--- config.mk ---
export PLATFORM = sky130hd
export DESIGN_NAME = cs_loader_flat
export DESIGN_NICKNAME = d
export VERILOG_FILES = /design/src/rtl/cs_loader_if.sv /design/src/rtl/cs_loader.sv /design/src/flat_wrapper.sv
export SDC_FILE = /design/constraint.sdc
export NUM_CORES = 1
export LEC_CHECK = 0
export BUFFER_PORTS_ARGS = -buffer_cell sky130_fd_sc_hd__clkbuf_2
export CORE_MARGIN = 2
export CORE_UTILIZATION = 45
export CTS_BUF_LIST = sky130_fd_sc_hd__clkbuf_4
export DETAILED_ROUTE_END_ITERATION = 8
export PLACE_DENSITY = 0.86
export SYNTH_ARGS = -nofsm -noshare
export SYNTH_HDL_FRONTEND = slang
export SYNTH_SLANG_ARGS = --single-unit
--- constraint.sdc ---
create_clock -name clk -period 2 [get_ports clk]
set_input_delay 0.2 -clock clk [delete_from_list [all_inputs] [get_ports clk]]
set_output_delay 0.2 -clock clk [all_outputs]
set_load 0.01 [all_outputs]
--- src/rtl/cs_loader_if.sv ---
// Loader <-> EPROM / control-store RAM bus. The loader takes the slave side;
// the top level (or bench) drives ROM/RAM read data and reload from the master side.
interface cs_loader_if #(
    parameter int ADDR_WIDTH = 8,
    parameter int DATA_WIDTH = 64
);
    logic                  reload;
    logic [ADDR_WIDTH-1:0] rom_addr;
    logic [DATA_WIDTH-1:0] rom_data;
    logic [ADDR_WIDTH-1:0] ram_addr;
    logic [DATA_WIDTH-1:0] ram_data_out;
    logic [DATA_WIDTH-1:0] ram_data_in;
    logic                  ram__w;
    logic                  busy;
    logic                  cs_ready;
    logic                  load_error;

    modport slave (
        input  reload, rom_data, ram_data_in,
        output rom_addr, ram_addr, ram_data_out, ram__w, busy, cs_ready, load_error
    );

    modport master (
        output reload, rom_data, ram_data_in,
        input  rom_addr, ram_addr, ram_data_out, ram__w, busy, cs_ready, load_error
    );
endinterface

--- src/rtl/cs_loader.sv ---
// Boot-time control store loader: copies the microcode EPROM into the control store RAM.
// Define CS_LOADER_VERIFY_EN to add a read-back verify pass with an ERROR state.
module cs_loader #(
    parameter int ADDR_WIDTH = 8,
    parameter int DATA_WIDTH = 64,
    parameter int ROM_WAIT   = 1
) (
    input  logic        clk,
    input  logic        _reset,
    cs_loader_if.slave  bus
);

    localparam int WW = $clog2(ROM_WAIT + 2);
    localparam logic [WW-1:0] WAIT_LAST = WW'(ROM_WAIT - 1);

`ifdef CS_LOADER_VERIFY_EN
    localparam logic [WW-1:0] WAIT_CMP = WW'(ROM_WAIT);

    typedef enum logic [2:0] {
        S_IDLE, S_READ, S_SETUP, S_STROBE, S_HOLD, S_DONE, S_VERIFY, S_ERROR
    } state_t;
`else
    typedef enum logic [2:0] {
        S_IDLE, S_READ, S_SETUP, S_STROBE, S_HOLD, S_DONE
    } state_t;
`endif

    state_t                r_state;
    logic [ADDR_WIDTH-1:0] r_addr;
    logic [WW-1:0]         r_wait;
    logic [DATA_WIDTH-1:0] r_data;
    logic                  r_ram_w;
    logic                  r_busy;
    logic                  r_ready;
    logic                  w_last;

    // Last word found by compare so the counter never has to carry out.
    assign w_last = (r_addr == {ADDR_WIDTH{1'b1}});

    assign bus.rom_addr     = r_addr;
    assign bus.ram_addr     = r_addr;
    assign bus.ram_data_out = r_data;
    assign bus.ram__w       = r_ram_w;
    assign bus.busy         = r_busy;
    assign bus.cs_ready     = r_ready;

`ifdef CS_LOADER_VERIFY_EN
    logic r_err;
    assign bus.load_error = r_err;
`else
    assign bus.load_error = 1'b0;
    wire w_unused_ram_data_in = ^bus.ram_data_in;
`endif

    always_ff @(posedge clk) begin
        if (!_reset) begin
            r_state <= S_IDLE;
            r_addr  <= '0;
            r_wait  <= '0;
            r_data  <= '0;
            r_ram_w <= 1'b1;
            r_busy  <= 1'b0;
            r_ready <= 1'b0;
`ifdef CS_LOADER_VERIFY_EN
            r_err   <= 1'b0;
`endif
        end else begin
            case (r_state)
                S_IDLE: begin
                    r_state <= S_READ;
                    r_busy  <= 1'b1;
                    r_wait  <= '0;
                end
                // rom_data is captured on the edge that ends the ROM wait,
                // so it is already stable throughout SETUP.
                S_READ: begin
                    if (r_wait == WAIT_LAST) begin
                        r_data  <= bus.rom_data;
                        r_state <= S_SETUP;
                    end else begin
                        r_wait <= r_wait + 1'b1;
                    end
                end
                S_SETUP: begin
                    r_ram_w <= 1'b0;
                    r_state <= S_STROBE;
                end
                S_STROBE: begin
                    r_ram_w <= 1'b1;
                    r_state <= S_HOLD;
                end
                S_HOLD: begin
                    r_wait <= '0;
                    if (w_last) begin
                        r_addr  <= '0;
`ifdef CS_LOADER_VERIFY_EN
                        r_state <= S_VERIFY;
`else
                        r_state <= S_DONE;
                        r_busy  <= 1'b0;
                        r_ready <= 1'b1;
`endif
                    end else begin
                        r_addr  <= r_addr + 1'b1;
                        r_state <= S_READ;
                    end
                end
                S_DONE: begin
                    if (bus.reload) begin
                        r_state <= S_READ;
                        r_addr  <= '0;
                        r_wait  <= '0;
                        r_busy  <= 1'b1;
                        r_ready <= 1'b0;
                    end
                end
`ifdef CS_LOADER_VERIFY_EN
                // ROM_WAIT settle cycles, then one compare cycle per word.
                S_VERIFY: begin
                    if (r_wait != WAIT_CMP) begin
                        r_wait <= r_wait + 1'b1;
                    end else if (bus.ram_data_in != bus.rom_data) begin
                        r_state <= S_ERROR;
                        r_err   <= 1'b1;
                        r_busy  <= 1'b0;
                    end else if (w_last) begin
                        r_state <= S_DONE;
                        r_addr  <= '0;
                        r_busy  <= 1'b0;
                        r_ready <= 1'b1;
                    end else begin
                        r_addr <= r_addr + 1'b1;
                        r_wait <= '0;
                    end
                end
                S_ERROR: begin
                    if (bus.reload) begin
                        r_state <= S_READ;
                        r_addr  <= '0;
                        r_wait  <= '0;
                        r_busy  <= 1'b1;
                        r_ready <= 1'b0;
                        r_err   <= 1'b0;
                    end
                end
`endif
                default: begin
                    r_state <= S_IDLE;
                    r_ram_w <= 1'b1;
                    r_busy  <= 1'b0;
                    r_ready <= 1'b0;
                end
            endcase
        end
    end

endmodule
--- src/flat_wrapper.sv ---
// flat-port wrapper written by rule: the top's interface ports become plain ports
module cs_loader_flat 
#(
    parameter int ADDR_WIDTH = 8,
    parameter int DATA_WIDTH = 64,
    parameter int ROM_WAIT   = 1
)
  (clk, _reset, bus_reload, bus_rom_data, bus_ram_data_in, bus_rom_addr, bus_ram_addr, bus_ram_data_out, bus_ram__w, bus_busy, bus_cs_ready, bus_load_error);
  cs_loader_if #(.ADDR_WIDTH(ADDR_WIDTH), .DATA_WIDTH(DATA_WIDTH)) bus_i ();
  input  logic clk;
  input  logic _reset;
  input wire logic [$bits(bus_i.reload)-1:0] bus_reload;
  input wire logic [$bits(bus_i.rom_data)-1:0] bus_rom_data;
  input wire logic [$bits(bus_i.ram_data_in)-1:0] bus_ram_data_in;
  output wire logic [$bits(bus_i.rom_addr)-1:0] bus_rom_addr;
  output wire logic [$bits(bus_i.ram_addr)-1:0] bus_ram_addr;
  output wire logic [$bits(bus_i.ram_data_out)-1:0] bus_ram_data_out;
  output wire logic [$bits(bus_i.ram__w)-1:0] bus_ram__w;
  output wire logic [$bits(bus_i.busy)-1:0] bus_busy;
  output wire logic [$bits(bus_i.cs_ready)-1:0] bus_cs_ready;
  output wire logic [$bits(bus_i.load_error)-1:0] bus_load_error;
  assign bus_i.reload = bus_reload;
  assign bus_i.rom_data = bus_rom_data;
  assign bus_i.ram_data_in = bus_ram_data_in;
  assign bus_rom_addr = bus_i.rom_addr;
  assign bus_ram_addr = bus_i.ram_addr;
  assign bus_ram_data_out = bus_i.ram_data_out;
  assign bus_ram__w = bus_i.ram__w;
  assign bus_busy = bus_i.busy;
  assign bus_cs_ready = bus_i.cs_ready;
  assign bus_load_error = bus_i.load_error;
  cs_loader #(.ADDR_WIDTH(ADDR_WIDTH), .DATA_WIDTH(DATA_WIDTH), .ROM_WAIT(ROM_WAIT)) u_core (.clk(clk), ._reset(_reset), .bus(bus_i));
endmodule
Word level (Yosys, flattened, before mapping)
Cells that the tools add are included.
- add/subtract/negate cells: 2
- equal/unequal tests: 10
- multiplexer cells: 17
- bitwise gates (word level): 2
- reduce and logical (&&, ||, !) cells: 14
- operators with widths (kind ; count):
    3-bit one-hot mux with 6 select lines ; 1
    8-bit 2-to-1 mux ; 2
    8-bit one-hot mux with 2 select lines ; 1
    3-bit 2-to-1 mux ; 3
    3-bit AND reduction ; 3
    8-bit by 1-bit adder with 8-bit output, second input constant ; 1
    8-bit == test, second input constant ; 1
    4-bit OR reduction ; 2
    3-bit by 2-bit == test with 1-bit output, second input constant ; 2
    3-bit == test, second input constant ; 2
    2-bit one-hot mux with 3 select lines ; 1
    2-bit AND reduction ; 3
    1-bit 2-to-1 mux ; 4
    2-bit 2-to-1 mux ; 2
    2-bit by 1-bit inequality test with 1-bit output, second input constant ; 2
    2-bit inequality test, second input constant ; 2
    1-bit one-hot mux with 4 select lines ; 1
    3-bit by 1-bit == test with 1-bit output, second input constant ; 1
    3-bit logical NOT ; 1
    1-bit one-hot mux with 3 select lines ; 1
    3-bit nonzero test ; 1
    3-bit OR reduction ; 1
    2-bit by 1-bit adder with 2-bit output, second input constant ; 1
    2-bit logical NOT ; 1
    4 further kinds ; 5
- flip-flop bits (word level): 80
- input bits: 131
- logic and storage cells: 52

Longest topological paths before layout
Gate-level depths: netlist (run 1).
- depth in word-level cells: 4
- depth in mapped cells: 7
- gate-level depth less buffers: 6

Worst setup path after synthesis (run 1)
OpenSTA, ideal clock, no wires.
- path type: register -> register
- from: register u_core.r_addr[0], in the netlist u_core.bus.ram_addr[0]
- to: register u_core.r_busy, in the netlist u_core.bus.busy
- setup time: 0.091 ns
- arrival time: 1.304 ns
- data required time: 1.909 ns
- slack: 0.605 ns
- cell stages (with the launch flop): 6
- cells stage by stage: dfxtp_1 > ha_1 > nand4_1 > o21ai_1 > a21oi_1 > a311oi_1
- longest elaborated chain between the ends: 3
- RTL lines (item ; RTL line ; RTL):
    start: declaration ; cs_loader.sv:29 ; logic [ADDR_WIDTH-1:0] r_addr;
    start signal: assignment ; cs_loader.sv:104 ; r_addr <= r_addr + 1'b1;
    8-bit == test ; cs_loader.sv:38 ; assign w_last = (r_addr == {ADDR_WIDTH{1'b1}});
    2-bit by 1-bit inequality test with 1-bit output (no source line) ; n/a ;
    3-bit AND reduction (no source line) ; n/a ;
    end signal: assignment ; cs_loader.sv:62 ; r_busy <= 1'b0;
    end signal: assignment ; cs_loader.sv:71 ; r_busy <= 1'b1;
    end signal: assignment ; cs_loader.sv:100 ; r_busy <= 1'b0;
    end: declaration ; cs_loader.sv:33 ; logic r_busy;
Every way passes these cells.
A chain may end at the register's enable or synchronous reset.

Worst setup path after layout (run 1)
- from: register u_core.r_wait[0]
- to: register u_core.r_data[35], in the netlist u_core.bus.ram_data_out[35]
- longest elaborated chain between the ends: 2
- RTL lines (item ; RTL line ; RTL):
    start: declaration ; cs_loader.sv:30 ; logic [WW-1:0] r_wait;
    start signal: assignment ; cs_loader.sv:81 ; r_wait <= r_wait + 1'b1;
    2-bit logical NOT ; cs_loader.sv:77 ; if (r_wait == WAIT_LAST) begin
    2-bit AND reduction (no source line) ; n/a ;
    end signal: assignment ; cs_loader.sv:78 ; r_data <= bus.rom_data;
    end: declaration ; cs_loader.sv:31 ; logic [DATA_WIDTH-1:0] r_data;
Every way passes these cells.

==> results of run 1 <==
-- flip-flops by register name (all words and copies together) (netlist names) --
name,count
u_core.bus.busy,1
u_core.bus.cs_ready,1
u_core.bus.ram__w,1
u_core.bus.ram_addr,8
u_core.bus.ram_data_out,64
u_core.r_state,3
u_core.r_wait,2
-- cell families after synthesis --
logic type,Yosys count,share of synthesized area [%]
multiplexers,1,0.320
AND/OR/NAND/NOR,181,24.8
AO/OA/AOI/OAI,94,15.9
other,1,0.120
adder cells (fa/ha/maj),2,0.799
buffers and inverters,36,6.39
XOR/XNOR,2,0.559
flip-flops,80,51.1
-- layout make-up --
cell class                      count  area share [%]
Timing Repair Buffer              217            30.7
Clock inverter                      5            1.75
Sequential cell                    80            34.5
Inverter                            4           0.324
Clock buffer                       11            1.78
Tap cell                           80            2.16
Multi-Input combinational cell    281            28.7
-- worst min-delay path by stage --
stage,startpoint,end,depth (start not counted)
after detailed placement,bus_rom_data[48],u_core.bus.ram_data_out[48],3
after global placement,bus_rom_data[16],u_core.bus.ram_data_out[16],3
after global routing,bus_rom_data[60],u_core.bus.ram_data_out[60],3
final,_reset,u_core.bus.ram__w,2
after CTS,bus_rom_data[60],u_core.bus.ram_data_out[60],3
after floorplan,_reset,u_core.bus.ram__w,1
-- Yosys cell counts --
library cell    n
nand2b_1        5
ha_1            2
nand4_1         6
nor2_4          1
buf_2           7
dfxtp_1        80
and3_1          2
a21boi_0        1
buf_1           2
nor3_1          3
a31o_2          1
a21oi_1        73
xor2_1          2
conb_1          1
nand3_1         6
and4_1          1
or4b_1          1
and2_1          2
nor2_1          9
inv_1           4
nor4b_1         1
o22ai_1         1
o21ai_0         8
nor2b_1         4
nand2_1       137
a22oi_1         2
a311oi_1        1
clkbuf_1        8
o21a_1          2
o21ai_1         1
or3_1           1
a31oi_1         2
o31ai_1         1
nor3b_2         1
a21boi_1        1
mux2i_1         1
buf_4          15
nand2_2         1
-- power by group through the flow --
stage	combinational, mW	clock [mW]	sequential [mW]
finish	0.610	1.07	1.76
CTS	0.594	1.11	1.76
global placement	0.485	0	1.79
floorplan	0.256	0	1.83
global route	0.670	1.16	1.77
detailed placement	0.500	0	1.79
-- through the flow --
step / utilization (%) / total power, mW / setup WS, ns / cell area [µm²]
final: 68.6 / 3.44 / 0.296 / 4640
after global routing: 68.6 / 3.61 / 0.136 / 4640
after CTS: 68.6 / 3.46 / 0.317 / 4640
after detailed placement: 57.0 / 2.29 / 0.323 / 3850
after global placement: 57.0 / 2.27 / 0.413 / 3850
after floorplan: - / 2.08 / 0.605 / 3130
-- cells in the final DEF, fill, tap and decap left out, types with 6 or more instances in the layout --
cell,instances
clkbuf_4,11
dlygate4sd3_1,62
nand3_1,6
nor2_1,9
o21ai_0,8
dfxtp_1,80
nand4_1,6
a21oi_1,73
nand2_1,137
clkbuf_2,149
-- metal layers --
| layer | vias to the layer above | wire [µm] | GRT usage (%) |
|---|---|---|---|
| met2 | 128 | 4810 | 41.9 |
| met1 | 1567 | 3600 | 24.9 |
| met4 | 0 | 293 | 12.6 |
| met5 | - | 0 | 0 |
| li1 | 1698 | - | - |
| met3 | 35 | 567 | 5.31 |
-- timing repair --
action / 4_1_cts / 5_1_grt
buffers inserted: 0 / 0
hold endpoints to repair: 62 / 0
hold buffers: 62 / 0
==> results.sh, run 1 <==
export IMPL_path_depth=7
export IMPL_layout_worst_path_cycle_share_pct=85.2
export IMPL_drive_gt1_share_pct=29.4
export IMPL_core_area_um2=6760
export IMPL_max_stage_delay_ns=0.40
export IMPL_setup_violations=0
export IMPL_num_antenna_cells=0
export IMPL_post_route_drc_count=0
export IMPL_crit_path_cell_trace="inv_1, ha_1, nor2b_1, nand2_2, buf_4, nand2_1, a21oi_1"
export IMPL_avgSynthCellArea_um2=7.89
export IMPL_vias=3428
export IMPL_htreeDepth=3
export IMPL_cts_buffer_depth=2
export IMPL_syn_nets=530
export IMPL_fp_dieW_um=87.4
export IMPL_clock_sinks=80
export IMPL_grt_pass1_wl_mm=14.1
export IMPL_ant_nets=0
export IMPL_fillers=518
export IMPL_startpoint="u_core.r_wait[0]"
export IMPL_seq_area_frac_synth_pct=51.1
export IMPL_sequentialPowerShare_pct=51.2
export IMPL_timing_critical_path_buf_inv=2
export IMPL_r2r_end="u_core.bus.ram_data_out[35]"
export IMPL_hold_ws_ns=0.0324
export IMPL_period_minus_slack_ns=1.70
export IMPL_synthTopCellsByArea="dfxtp_1 51%, nand2_1 16%, a21oi_1 12%, buf_4 3.6%, o21ai_0 1.3%"
export IMPL_gr_total_overflow=0
export IMPL_dieArea_um2=7650
export IMPL_p_switching_mw=0.930
export IMPL_grt_usage_pct=23.3
export IMPL_status="finished, final reports clean"
export IMPL_final_cells=678
export IMPL_p_clk_share_pct=31.1
export IMPL_r2r_cells=7
export IMPL_start_util_pct=46.4
export IMPL_cp_arrival_ns=2.04
export IMPL_cts_resized_gates=0
export IMPL_power_density_nw_per_um2=743
export IMPL_slowest_stage="dfxtp_1"
export IMPL_end_kind="flop"
export IMPL_ys_warn_count=0
export IMPL_ff2ff_setup_slack_ns=0.30
export IMPL_yosys_area_top_type_share_pct=51.1
export IMPL_multiInputGateArea_um2=1330
export IMPL_cp_max_fo=34
export IMPL_rsz0062_at_grt="no"
export IMPL_placedCellCount=600
export IMPL_gp_congestion=0.797
export IMPL_wl_per_cell_um=13.7
export IMPL_sw_frac_of_total_pct=27.0
export IMPL_timing_final_hold_violations=0
export IMPL_io_pins=215
export IMPL_fmax_mhz=587
export IMPL_final_setup_tns_ns=0
export IMPL_clk_pin_slew_ns=0.13
export IMPL_crit_required_ns=2.33
export IMPL_insertion_delay_ns=0.40
export IMPL_ir_drop_mv=0.439
export IMPL_die_h_um=87.4
export IMPL_maxCapViolations=0
export IMPL_dpl_hpwl_mm=5.13
export IMPL_grt_max_degree=75
export IMPL_ff_latch_area_um2=1600
export IMPL_area_delta_synth_final_pct=48.0
export IMPL_hold_path_class="in2reg"
export IMPL_drt_total_wl_mm=9.27
export IMPL_drtPass1Iterations=4
export IMPL_cp_endpoint="u_core.bus.ram_data_out[35]"
export IMPL_num_rows=30
export IMPL_grt_antenna_before_repair=0
export IMPL_fin_skew_ns=0.0158
export IMPL_nets=726
export IMPL_drt_iter0_markers=140
export IMPL_timing_rr_start="u_core.r_wait[0]"
export IMPL_grt_pass1_vias=3219
export IMPL_io_buffer_count=149
export IMPL_path_class="reg2reg"
export IMPL_ys_ff_latch=80
export IMPL_yosysTopAreaCell="dfxtp_1"
export IMPL_synthCells=397
export IMPL_pwr_share_comb_pct=17.7
export IMPL_path_delay_family="flip-flops"
export IMPL_synthesis_area_um2=3130
export IMPL_cts_made_buffers=9
export IMPL_cts_tree="yes"
export IMPL_ctsRootBufferMaster="clkbuf_4"
export IMPL_power_leakage_nw=2.07
export IMPL_synthDistinctLibCells=38
export IMPL_internal_power_mw=2.51
export IMPL_via_per_inst=5.06
export IMPL_slew_viol_final=0
export IMPL_cp_start_kind="flop"
(Power assumes the default switching activity.)
==> run 2, diff against run 1 <==
--- a/config.mk
+++ b/config.mk
@@ -11,6 +11,7 @@
 export CTS_BUF_LIST = sky130_fd_sc_hd__clkbuf_4
 export DETAILED_ROUTE_END_ITERATION = 8
 export PLACE_DENSITY = 0.86
+export REMOVE_ABC_BUFFERS = 1
 export SYNTH_ARGS = -nofsm -noshare
 export SYNTH_HDL_FRONTEND = slang
 export SYNTH_SLANG_ARGS = --single-unit
==> constraint.sdc (replaced) <==
create_clock -name clk -period 2 [get_ports clk]
set_input_delay 0 -clock clk [delete_from_list [all_inputs] [get_ports clk]]
set_output_delay 0 -clock clk [all_outputs]
set_load 0.01 [all_outputs]
==> results.sh, run 2 (same netlist as run 1, synthesis figures left out) <==
export IMPL_final_cell_mix="149 x clkbuf_2, 137 x nand2_1, 80 x dfxtp_1, 73 x a21oi_1, 66 x dlygate4sd3_1"
export IMPL_dpl_hpwl_mm=5.55
export IMPL_timing_final_hold_violations=0
export IMPL_grt_pass1_vias=3267
export IMPL_area_delta_synth_final_pct=48.8
export IMPL_largest_reg_flops=64
export IMPL_fp_dieW_um=87.4
export IMPL_r2r_cells=7
export IMPL_final_setup_tns_ns=0
export IMPL_p_switching_mw=0.961
export IMPL_drive_gt1_share_pct=29.0
export IMPL_grt_pass1_wl_mm=14.7
export IMPL_fin_area_um2=4660
export IMPL_status="finished, final reports clean"
export IMPL_insertion_delay_ns=0.42
export IMPL_ant_nets=0
export IMPL_wl_per_cell_um=14.2
export IMPL_layout_worst_path_cycle_share_pct=85.7
export IMPL_end_kind="flop"
export IMPL_ctsRootBufferMaster="clkbuf_4"
export IMPL_path_delay_family="flip-flops"
export IMPL_dieArea_um2=7650
export IMPL_path_class="reg2reg"
export IMPL_fillers=493
export IMPL_drt_iter0_markers=180
export IMPL_ctsHoldBuffers=66
export IMPL_cp_max_fo=37
export IMPL_ff2ff_setup_slack_ns=0.29
export IMPL_post_cts_buffers=0
export IMPL_grt_usage_pct=24.2
export IMPL_clock_sinks=80
export IMPL_hold_path_depth=4
export IMPL_met3_usage_pct=4.93
export IMPL_start_util_pct=46.4
export IMPL_nets=729
export IMPL_vias=3529
export IMPL_finalWorstSetupSlack_ns=0.286
export IMPL_internal_power_mw=2.49
export IMPL_drtPass1Iterations=4
export IMPL_rsz0062_at_grt="no"
export IMPL_power_leakage_nw=2.07
export IMPL_ir_drop_mv=0.363
export IMPL_num_rows=30
export IMPL_post_route_drc_count=0
export IMPL_cts_made_buffers=9
export IMPL_fmax_mhz=584
export IMPL_slowest_stage="dfxtp_1"
export IMPL_timing_critical_path_buf_inv=2
export IMPL_crit_required_ns=2.35
export IMPL_cts_resized_gates=0
export IMPL_grt_antenna_before_repair=0
export IMPL_io_pins=215
export IMPL_power_mw=3.45
export IMPL_sw_frac_of_total_pct=27.8
export IMPL_final_common_cell="clkbuf_2"
export IMPL_htreeDepth=3
export IMPL_die_h_um=87.4
export IMPL_gr_max_usage_layer="met2"
export IMPL_timing_rr_start="u_core.r_wait[0]"
export IMPL_fin_skew_ns=0.0220
export IMPL_cp_arrival_ns=2.06
export IMPL_p_clk_share_pct=31.0
export IMPL_gr_total_overflow=0
export IMPL_placedCellCount=599
export IMPL_period_minus_slack_ns=1.71
export IMPL_power_density_nw_per_um2=741
export IMPL_num_antenna_cells=0
export IMPL_pwr_share_comb_pct=17.9
export IMPL_drt_total_wl_mm=9.65
export IMPL_maxCapViolations=0
export IMPL_whs_endpoint="u_core.bus.ram_data_out[60]"
export IMPL_hold_path_class="in2reg"
export IMPL_cts_tree="yes"
export IMPL_grt_max_degree=46
export IMPL_via_per_inst=5.19
export IMPL_relSlewSlack_pct=62.2
export IMPL_crit_path_cell_trace="inv_1, ha_1, nor2b_1, nand2_2, buf_4, nand2_1, a21oi_1"
export IMPL_gp_congestion=0.789
export IMPL_sequentialPowerShare_pct=51.1
export IMPL_fin_util_pct=69.0
export IMPL_hp_start="bus_rom_data[60]"
export IMPL_core_area_um2=6760
export IMPL_hold_ws_ns=0.336
export IMPL_max_stage_delay_ns=0.40
export IMPL_r2r_end="u_core.bus.ram_data_out[11]"
export IMPL_setup_violations=0
export IMPL_dp_worst_setup_slack_ns=0.322
export IMPL_cp_start_kind="flop"
export IMPL_met1_usage_pct=28.6
export IMPL_slew_viol_final=0
export IMPL_cts_buffer_depth=2
export IMPL_final_cells=680
export IMPL_io_buffer_count=149
export IMPL_grt_use_met2_pct=42.1
export IMPL_tightest_slew_ns=0.566
export IMPL_clk_pin_slew_ns=0.14
export IMPL_place_area_um2=3840
==> run 2: changes by cell type in the layout (fill, tap and decap cells not counted) <==
cell,change
clkinvlp_4,+2
buf_4,-1
clkbuf_4,-1
clkinv_2,-1
clkinv_4,-1
dlygate4sd3_1,+4
==> run 2: worst max-delay path by stage <==
stage | start | end | cells past startpoint
after CTS | u_core.r_wait[0] | u_core.bus.ram_data_out[4] | 7
after global routing | u_core.r_wait[0] | u_core.bus.ram_data_out[4] | 7
final | u_core.r_wait[0] | u_core.bus.ram_data_out[11] | 7
after detailed placement | u_core.r_wait[0] | u_core.bus.ram_data_out[4] | 7
after global placement | u_core.r_wait[0] | u_core.bus.ram_data_out[19] | 7
after floorplan | u_core.r_state[0] | u_core.bus.ram_data_out[0] | 4
==> run 2: power by group through the flow <==
stage	Combinational [mW]	Clock [mW]	Sequential, mW
after floorplan	0.211	0	1.83
after global placement	0.486	0	1.79
after detailed placement	0.498	0	1.80
after CTS	0.602	1.09	1.76
after global routing	0.674	1.16	1.78
final	0.617	1.07	1.77
==> run 2: area by class of cell <==
type / count / area [µm²] / share of cell area [%]
clock buffer: 10 / 75.1 / 1.61
clock inverter: 5 / 82.6 / 1.77
inverter: 4 / 15.0 / 0.322
multi-input combinational: 281 / 1330 / 28.6
sequential: 80 / 1600 / 34.4
tap: 80 / 100 / 2.15
timing repair buffer: 220 / 1460 / 31.2
==> run 2: worst reg2reg max path, stage by stage (launching register included) <==
cell and delay (ns):
dfxtp_1 0.40, inv_1 0.06, ha_1 0.26, nor2b_1 0.19, nand2_2 0.11, buf_4 0.34
nand2_1 0.11, a21oi_1 0.18
==> run 2: metal layers <==
| layer | up-vias | routed length [µm] |
|---|---|---|
| met4 | 0 | 218 |
| li1 | 1705 | - |
| met2 | 187 | 4840 |
| met1 | 1613 | 3830 |
| met5 | - | 0 |
| met3 | 24 | 767 |
==> run 3, diff against run 2 <==
--- a/config.mk
+++ b/config.mk
@@ -10,7 +10,7 @@
 export CORE_UTILIZATION = 45
 export CTS_BUF_LIST = sky130_fd_sc_hd__clkbuf_4
 export DETAILED_ROUTE_END_ITERATION = 8
-export PLACE_DENSITY = 0.86
+export PLACE_DENSITY = 0.94
 export REMOVE_ABC_BUFFERS = 1
 export SYNTH_ARGS = -nofsm -noshare
 export SYNTH_HDL_FRONTEND = slang
==> constraint.sdc (replaced) <==
create_clock -name clk -period 2.2 [get_ports clk]
set_input_delay 0 -clock clk [delete_from_list [all_inputs] [get_ports clk]]
set_output_delay 0 -clock clk [all_outputs]
set_load 0.01 [all_outputs]
==> results.sh, run 3 (same netlist as run 1, synthesis figures left out) <==
export IMPL_drt_iter0_markers=231
export IMPL_hold_ws_ns=0.336
export IMPL_ir_drop_mv=0.486
export IMPL_fin_skew_ns=0.0151
export IMPL_rsz0062_at_grt="no"
export IMPL_timing_rr_start="u_core.r_wait[0]"
export IMPL_fmax_mhz=541
export IMPL_maxCapViolations=0
export IMPL_r2r_cells=7
export IMPL_post_cts_buffers=0
export IMPL_gr_total_overflow=0
export IMPL_path_class="reg2reg"
export IMPL_htreeDepth=3
export IMPL_fp_dieW_um=87.4
export IMPL_wl_per_cell_um=14.8
export IMPL_grt_usage_pct=25.8
export IMPL_place_area_um2=3840
export IMPL_num_antenna_cells=0
export IMPL_drive_gt1_share_pct=29.1
export IMPL_hold_path_class="in2reg"
export IMPL_slew_viol_final=0
export IMPL_cp_start_kind="flop"
export IMPL_gp_congestion=0.832
export IMPL_hold_path_depth=4
export IMPL_core_area_um2=6760
export IMPL_io_pins=215
export IMPL_dieArea_um2=7650
export IMPL_power_leakage_nw=2.08
export IMPL_post_route_drc_count=0
export IMPL_grt_pass1_wl_mm=15.4
export IMPL_clock_sinks=80
export IMPL_via_per_inst=5.27
export IMPL_crit_required_ns=2.55
export IMPL_tightest_slew_ns=0.607
export IMPL_fin_area_um2=4680
export IMPL_start_util_pct=46.4
export IMPL_largest_reg_flops=64
export IMPL_final_setup_tns_ns=0
export IMPL_hp_start="bus_rom_data[12]"
export IMPL_period_minus_slack_ns=1.85
export IMPL_clk_pin_slew_ns=0.14
export IMPL_ff_latch_area_um2=1600
export IMPL_vias=3591
export IMPL_nets=729
export IMPL_cp_max_fo=41
export IMPL_area_delta_synth_final_pct=49.2
export IMPL_ctsRootBufferMaster="clkbuf_4"
export IMPL_timing_final_hold_violations=0
export IMPL_layout_worst_path_cycle_share_pct=84.0
export IMPL_power_density_nw_per_um2=684
export IMPL_dpl_hpwl_mm=5.48
export IMPL_ant_nets=0
export IMPL_grt_max_degree=42
export IMPL_fillers=490
export IMPL_insertion_delay_ns=0.43
export IMPL_cts_tree="yes"
export IMPL_whs_endpoint="u_core.bus.ram_data_out[12]"
export IMPL_setup_violations=0
export IMPL_num_rows=30
export IMPL_grt_antenna_before_repair=0
export IMPL_ff2ff_setup_slack_ns=0.35
export IMPL_relSlewSlack_pct=59.5
export IMPL_drtPass1Iterations=5
export IMPL_multiInputGateArea_um2=1330
export IMPL_die_h_um=87.4
export IMPL_grt_pass1_vias=3316
export IMPL_final_cell_mix="149 x clkbuf_2, 137 x nand2_1, 80 x dfxtp_1, 73 x a21oi_1, 66 x dlygate4sd3_1"
export IMPL_io_buffer_count=149
export IMPL_final_common_cell="clkbuf_2"
export IMPL_drt_total_wl_mm=10.1
export IMPL_end_kind="flop"
export IMPL_cts_buffer_depth=2
export IMPL_cts_resized_gates=0
export IMPL_r2r_end="u_core.bus.ram_data_out[25]"
export IMPL_cp_arrival_ns=2.20
export IMPL_cts_made_buffers=9
export IMPL_status="finished, final reports clean"
[run 3: timing repair]
action / CTS / global route
endpoints found under the setup margin: 0 / 0
hold buffers: 66 / 0
endpoints found under the hold margin: 70 / 0
[run 3: stage by stage]
| stage | power (mW) | util, % | cells | setup slack (ns) |
|---|---|---|---|---|
| floorplan | 1.86 | - | 365 | 0.451 |
| global placement | 2.06 | 56.9 | 599 | 0.584 |
| detailed placement | 2.08 | 56.9 | 599 | 0.445 |
| CTS | 3.20 | 69.2 | 681 | 0.418 |
| global route | 3.36 | 69.2 | 681 | 0.213 |
| finish | 3.20 | 69.2 | 681 | 0.352 |
[run 3: area by class of cell]
| type | instances | share of cell area, % |
|---|---|---|
| timing repair buffer | 220 | 31.1 |
| multi-input combinational | 281 | 28.5 |
| sequential | 80 | 34.3 |
| tap | 80 | 2.14 |
| inverter | 4 | 0.321 |
| clock buffer | 9 | 1.45 |
| clock inverter | 7 | 2.22 |
[run 3: where the power goes]
group | internal, mW | total (mW) | switching (mW)
combinational | 0.259 | 0.567 | 0.308
sequential | 1.54 | 1.61 | 0.0669
clock | 0.474 | 1.02 | 0.549
[run 3: how the worst max path moves through the flow]
stage,from,slack (ns),end,cells past startpoint
6_report,u_core.r_wait[0],0.35,u_core.bus.ram_data_out[25],7
5_1_grt,u_core.r_wait[0],0.21,u_core.bus.ram_data_out[22],7
4_1_cts,u_core.r_wait[0],0.42,u_core.bus.ram_data_out[22],7
3_5_place_dp,u_core.r_wait[0],0.44,u_core.bus.ram_data_out[5],7
3_3_place_gp,u_core.r_wait[0],0.58,u_core.bus.ram_data_out[30],7
2_1_floorplan,u_core.r_state[0],0.45,u_core.bus.ram_data_out[0],4
[run 3: metal layers]
metal | global-route usage [%] | wire length, µm | up-vias
li1 | - | - | 1705
met1 | 29.5 | 3880 | 1629
met2 | 43.0 | 4950 | 212
met3 | 7.77 | 861 | 45
met4 | 14.0 | 382 | 0
met5 | 0 | 0 | -
[run 3: worst max-delay path, stage by stage, from the launching register on]
cell and delay (ns):
dfxtp_1 0.41, inv_1 0.06, ha_1 0.27, nor2b_1 0.20, nand2_2 0.11, buf_4 0.37
nand2_1 0.13, a21oi_1 0.21
